===== config.mk =====
export PLATFORM = sky130hd
export DESIGN_NAME = sha2_message_scheduler
export DESIGN_NICKNAME = d
export VERILOG_FILES = /design/src/rtl/hashing_functions.sv /design/src/rtl/sha2_message_scheduler.sv
export SDC_FILE = /design/constraint.sdc
export NUM_CORES = 2
export LEC_CHECK = 0
export ABC_CLOCK_PERIOD_IN_PS = 17800
export CELL_PAD_IN_SITES_DETAIL_PLACEMENT = 1
export CELL_PAD_IN_SITES_GLOBAL_PLACEMENT = 1
export CORE_ASPECT_RATIO = 0.5
export CORE_MARGIN = 4
export CORE_UTILIZATION = 40
export CTS_CLUSTER_DIAMETER = 50
export DETAILED_ROUTE_END_ITERATION = 10
export PLACE_DENSITY = 0.7
export SYNTH_ARGS = -nofsm -noshare
export SYNTH_HDL_FRONTEND = slang
export SYNTH_SLANG_ARGS = --single-unit

===== constraint.sdc =====
create_clock -name clk -period 17.8 [get_ports clk]
set_input_delay 3.56 -clock clk [delete_from_list [all_inputs] [get_ports clk]]
set_output_delay 3.56 -clock clk [all_outputs]
set_load 0.03 [all_outputs]

===== src/rtl/hashing_functions.sv =====
// rtl/hashing_functions.sv - SHA-2 word types, schedule constants and small-sigma functions
package hashing_functions;

  localparam int data_width  = 32;
  localparam int SCHED_WORDS = 64;
  localparam int BLOCK_WORDS = 16;

  typedef logic [data_width-1:0] word_t;

  typedef enum logic {LOAD, EXPAND} sched_state_t;

  // sigma0: rotr7 ^ rotr18 ^ shr3
  function automatic word_t ssig0(input word_t x);
    return {x[6:0], x[31:7]} ^ {x[17:0], x[31:18]} ^ (x >> 3);
  endfunction

  // sigma1: rotr17 ^ rotr19 ^ shr10
  function automatic word_t ssig1(input word_t x);
    return {x[16:0], x[31:17]} ^ {x[18:0], x[31:19]} ^ (x >> 10);
  endfunction

endpackage


===== src/rtl/sha2_message_scheduler.sv =====
// rtl/sha2_message_scheduler.sv - streaming SHA-256 schedule W0..W63 from 16 message words
// Optional framing check (data_in_last, sync_err) under SHA2_SCHED_LAST_CHECK_EN.
module sha2_message_scheduler
  import hashing_functions::*;
(
  input  logic        clk,
  input  logic        rst,
  input  logic [31:0] data_in,
  input  logic        data_in_valid,
  output logic        data_in_ready,
  output logic [31:0] data_out,
  output logic        data_out_valid,
  input  logic        data_out_ready,
  output logic        data_out_last
`ifdef SHA2_SCHED_LAST_CHECK_EN
  ,
  input  logic        data_in_last,
  output logic        sync_err
`endif
);

  sched_state_t state, next_state;
  logic [5:0]   t;
  word_t        w [BLOCK_WORDS];
  word_t        w_new, next_word;
  logic         advance, load, gen, step;

  always_ff @(posedge clk or posedge rst) begin
    if (rst) state <= LOAD;
    else     state <= next_state;
  end

  always_comb begin
    advance       = !data_out_valid || data_out_ready;
    data_in_ready = 1'b0;
    load          = 1'b0;
    gen           = 1'b0;
    next_state    = state;
    case (state)
      LOAD: begin
        data_in_ready = advance;
        load          = data_in_valid && advance;
        if (load && t == 6'(BLOCK_WORDS - 1)) next_state = EXPAND;
      end
      EXPAND: begin
        gen = advance;
        if (gen && t == 6'(SCHED_WORDS - 1)) next_state = LOAD;
      end
      default: next_state = LOAD;
    endcase
  end

  // w[14], w[9], w[1], w[0] hold W(t-2), W(t-7), W(t-15), W(t-16)
  assign w_new     = ssig1(w[14]) + w[9] + ssig0(w[1]) + w[0];
  assign next_word = load ? data_in : w_new;
  assign step      = load || gen;

  always_ff @(posedge clk or posedge rst) begin
    if (rst) begin
      for (int i = 0; i < BLOCK_WORDS; i++) w[i] <= '0;
      t              <= '0;
      data_out       <= '0;
      data_out_valid <= 1'b0;
      data_out_last  <= 1'b0;
    end else if (step) begin
      for (int i = 0; i < BLOCK_WORDS - 1; i++) w[i] <= w[i+1];
      w[BLOCK_WORDS-1] <= next_word;
      data_out         <= next_word;
      data_out_valid   <= 1'b1;
      data_out_last    <= (t == 6'(SCHED_WORDS - 1));
      t                <= t + 6'd1;
    end else if (data_out_ready) begin
      data_out_valid <= 1'b0;
      data_out_last  <= 1'b0;
    end
  end

`ifdef SHA2_SCHED_LAST_CHECK_EN
  always_ff @(posedge clk or posedge rst) begin
    if (rst)
      sync_err <= 1'b0;
    else if (load && (data_in_last != (t == 6'(BLOCK_WORDS - 1))))
      sync_err <= 1'b1;
  end
`endif

endmodule

# After elaboration in Yosys (flattened, before gate mapping)
# Index checks and enable logic that the tools add are counted.
# word_totals
regBits	521
in_bits	36
# op_classes
mux	10
n_reduce_logical	7
addsub	4
n_bitwise	5
eq_ne	2
# op_table
cell	n
32-bit adder	3
32-bit XOR	2
32-bit 2-to-1 mux	1
32-bit by 22-bit XOR with 32-bit output	1
32-bit by 29-bit XOR with 32-bit output	1
1-bit 2-to-1 mux	8
6-bit by 1-bit adder with 6-bit output (second input constant)	1
6-bit by 4-bit equality test with 1-bit output (second input constant)	1
6-bit equality test (second input constant)	1
1-bit logical AND	3
1-bit logical OR	2
1-bit case mux with 2 select lines	1
2-bit nonzero test	1
1-bit logical NOT	1
1-bit inverter	1

# Longest topological paths before layout
# logic_depth
depth_word	6
mapped_depth	17
ltp_nobuf	16

# Least setup slack after synthesis
# OpenSTA, ideal clock, no wires.
# synth_timing
kind	input-to-output
startpoint	input port data_out_ready
endpoint	output port data_in_ready
path_stages	2
n_path_buf	0
setup_slack_ns	10.159
t_arrival_ns	4.081
path_cell_list	nor2b_1 nor2_1
# synth_between
elab_chain_len	2
# synth_lines
item	line_no	rtl
start, declared	sha2_message_scheduler.sv:13	input logic data_out_ready,
1-bit logical OR	sha2_message_scheduler.sv:34	advance = !data_out_valid || data_out_ready;
1-bit 2-to-1 mux	sha2_message_scheduler.sv:39	case (state)
end, declared	sha2_message_scheduler.sv:10	output logic data_in_ready,
# No other way between the ends.

# Worst setup path in the final report
# Same ends and word-level chain as after synthesis.

==> impl_metrics.toml <==
[timing]
tns_ns = 0
maxSlewHeadroom_pct = 27.5
rsz0062_at_grt = "no"
setup_viol = 0
final.period_utilization_pct = 48.8
clock.fmax_mhz = 115
fin_skew_ns = 0.0213
tightest_slew_ns = 1.09
drv_slew = 0
post-route-min-period_ns = 8.69
hold_viol = 0

[cts]
clk_latency_ns = 0.59
ctsHoldBuffers = 0
clock-sinks = 521
post_cts_resized = 0
numCtsBuffers = 50
clock_path_buffers = 3
cts_tree = "built"
postCtsSetupRepairBufs = 0
clk_pin_slew_worst_paths_ns = 0.07
htreeDepth = 2
cts_root_buffer = "clkbuf_16"

[global_route]
grt_max_degree = 184
track_usage_pct = 20.5
antenna_found_initial = 0
grt_pass1_wl_um = 105000
grt_remaining_overflow = 0
grt_pass1_vias = 17900

[yosys]
ys_top_cells_by_count = "nand2_1 (1319), dfrtp_1 (521), clkbuf_1 (145)"
synth_top_cell_area_share_pct = 53.5
synth_top_family_by_area = "simple AND/OR/NAND/NOR gates"
synth-async-reset-ratio_pct = 100
synth_compound_area_share_pct = 6.31
post-synth-top-count-cell = "nand2_1"
synth-warning-count = 0
synth_top_area_cell = "dfrtp_1"
avgSynthCellArea_um2 = 8.87
synth.net_count = 2877
synth_flop_cell = "dfrtp_1"
yosys.area_share.simple_pct = 22.3
synth_xor_area_share_pct = 5.21
synth_area_leaders = "dfrtp_1 (54%), nand2_1 (20%), fa_1 (5.1%)"
ys_seq_elements = 521
synth.cell_area_um2 = 24400
netlist_instances = 2747
ys_types = 64
synth_adder_area_share_pct = 6.74
synthMuxAreaShare_pct = 0.164
synth_edf_count = 0
ys_seq_area_share_pct = 53.5

[route]
drt_pass1_iterations = 5
drc_errors = 0
vias = 17500
avgViaCountPerCell = 4.95
ant_nets = 0
wl_per_cell_um = 18.4
drt_wl_total_um = 65100
drtIter0Drc = 1678

[critical_path]
cp_max_fo = 6
crit_slowest_cell = "clkdlybuf4s50_1"
critical-path-max-stage-delay_ns = 0.62
worstPathRequired_ns = 14.24
crit_buf_inv = 2
critical_path.top_delay_family = "buffers and inverters"
cp-startpoint = "data_out_ready"
cp-end-kind = "output pin"
cp.arrival_ns = 5.13
cp_common_cell = "clkdlybuf4s50_1"
path_class = "in2out"
timing.rr.start = "w[52]"
crit_chain = "clkdlybuf4s50_1 -> nor2b_1 -> nor2_1 -> clkdlybuf4s50_1"
critPathLaunchType = "input port"

[floorplan]
fp.dieW_um = 357
start_util_pct = 40.8
num_rows = 63
die-area_um2 = 65100
die_h_um = 182
fp.coreArea_um2 = 59700
io_pins = 71

[final_layout]
multi_input_area_um2 = 9940
drive_gt1_share_pct = 4.07
fillers = 6960
num_antenna_cells = 0
layout.area.seq_um2 = 13000
layout.nets = 2818
area_delta_synth_final_pct = 11.0

[place]
port_buffers = 70
hpwl_um = 43700
place_congestion = 0.912

[worst_hold_path]
hp-start = "w[295]"
hp-class = "reg2reg"

[status]
status = "finished clean"

[job]
drv_cap = 0
[cells in the final DEF, fill, tap and decap left out, drive strengths merged, types with 5 or more instances in the layout]
master / count
ha: 32
dfrtp: 521
nand4: 10
nand3: 14
o21bai: 5
o21a: 6
a21oi: 42
nor2: 36
fa: 62
clkbuf: 77
a31oi: 12
clkinv: 6
a22oi: 11
clkdlybuf4s50: 70
nand2: 1319
buf: 17
o21ai: 123
xnor2: 88
xor2: 57
a21o: 14
inv: 128
o22ai: 6
[state kept, by name, summed over array words and instances, names as in the netlist]
name / count
data_out: 32
w: 480
data_out_last: 1
t: 6
state: 1
data_out_valid: 1
[worst paths after layout]
path | end | slack [ns] | cells past startpoint
min in group asynchronous | w[442] | 3.53 | 3
worst min register to register | w[327] | 0.46 | 2
worst max register to register | data_out[29] | 13.21 | 15
worst min-delay path | w[327] | 0.46 | 2
max in group asynchronous | w[103] | 11.24 | 6
worst max-delay path | data_in_ready | 9.11 | 4
[stage by stage]
stage                     hold slack [ns]  instances  util [%]  worst slack (ns)  area [um^2]
after global placement              0.444       3448      42.4              9.14        25300
after floorplan                     0.439       2747         -              7.16        24400
after CTS                           0.469       3538      45.2              9.11        27000
final                               0.464       3538      45.2              9.11        27000
after global routing                0.484       3538      45.2              9.02        27000
after detailed placement            0.452       3448      42.4              9.11        25300
[kinds of logic (layout without fill, tap and decap cells)]
group                      count (synthesis)  in the layout
AOI/OAI and AO/OA                        247            247
xor gates and xnor gates                 145            145
adders and majority gates                 94             94
buffers and inverters                    323            302
DFF                                      521            521
muxes                                      4              4
and+or+nand+nor                         1413           1413
[layer usage]
layer	vias to the layer above	GRT usage (%)	routed length, um
li1	8316	-	-
met1	8782	32.3	33400
met2	312	29.3	26900
met3	98	3.74	3420
met4	0	4.18	1360
met5	-	0	0
[worst min-delay path: cells and delay by family, from the launching register on]
| family | cells | cell delay (ns) |
|---|---|---|
| DFF | 1 | 0.35 |
| and+or+nand+nor | 2 | 0.10 |
[final cells by class]
cell class,instances,share of cell area (%)
tap,812,3.76
sequential,521,48.2
timing repair buffer,87,3.20
clock inverter,13,0.639
inverter,125,1.75
multi-input combinational,1903,36.8
clock buffer,77,5.64
Power is left out: the tool's default activity adds up to more than one toggle a clock period on the data nets, which glitch-free logic cannot reach.
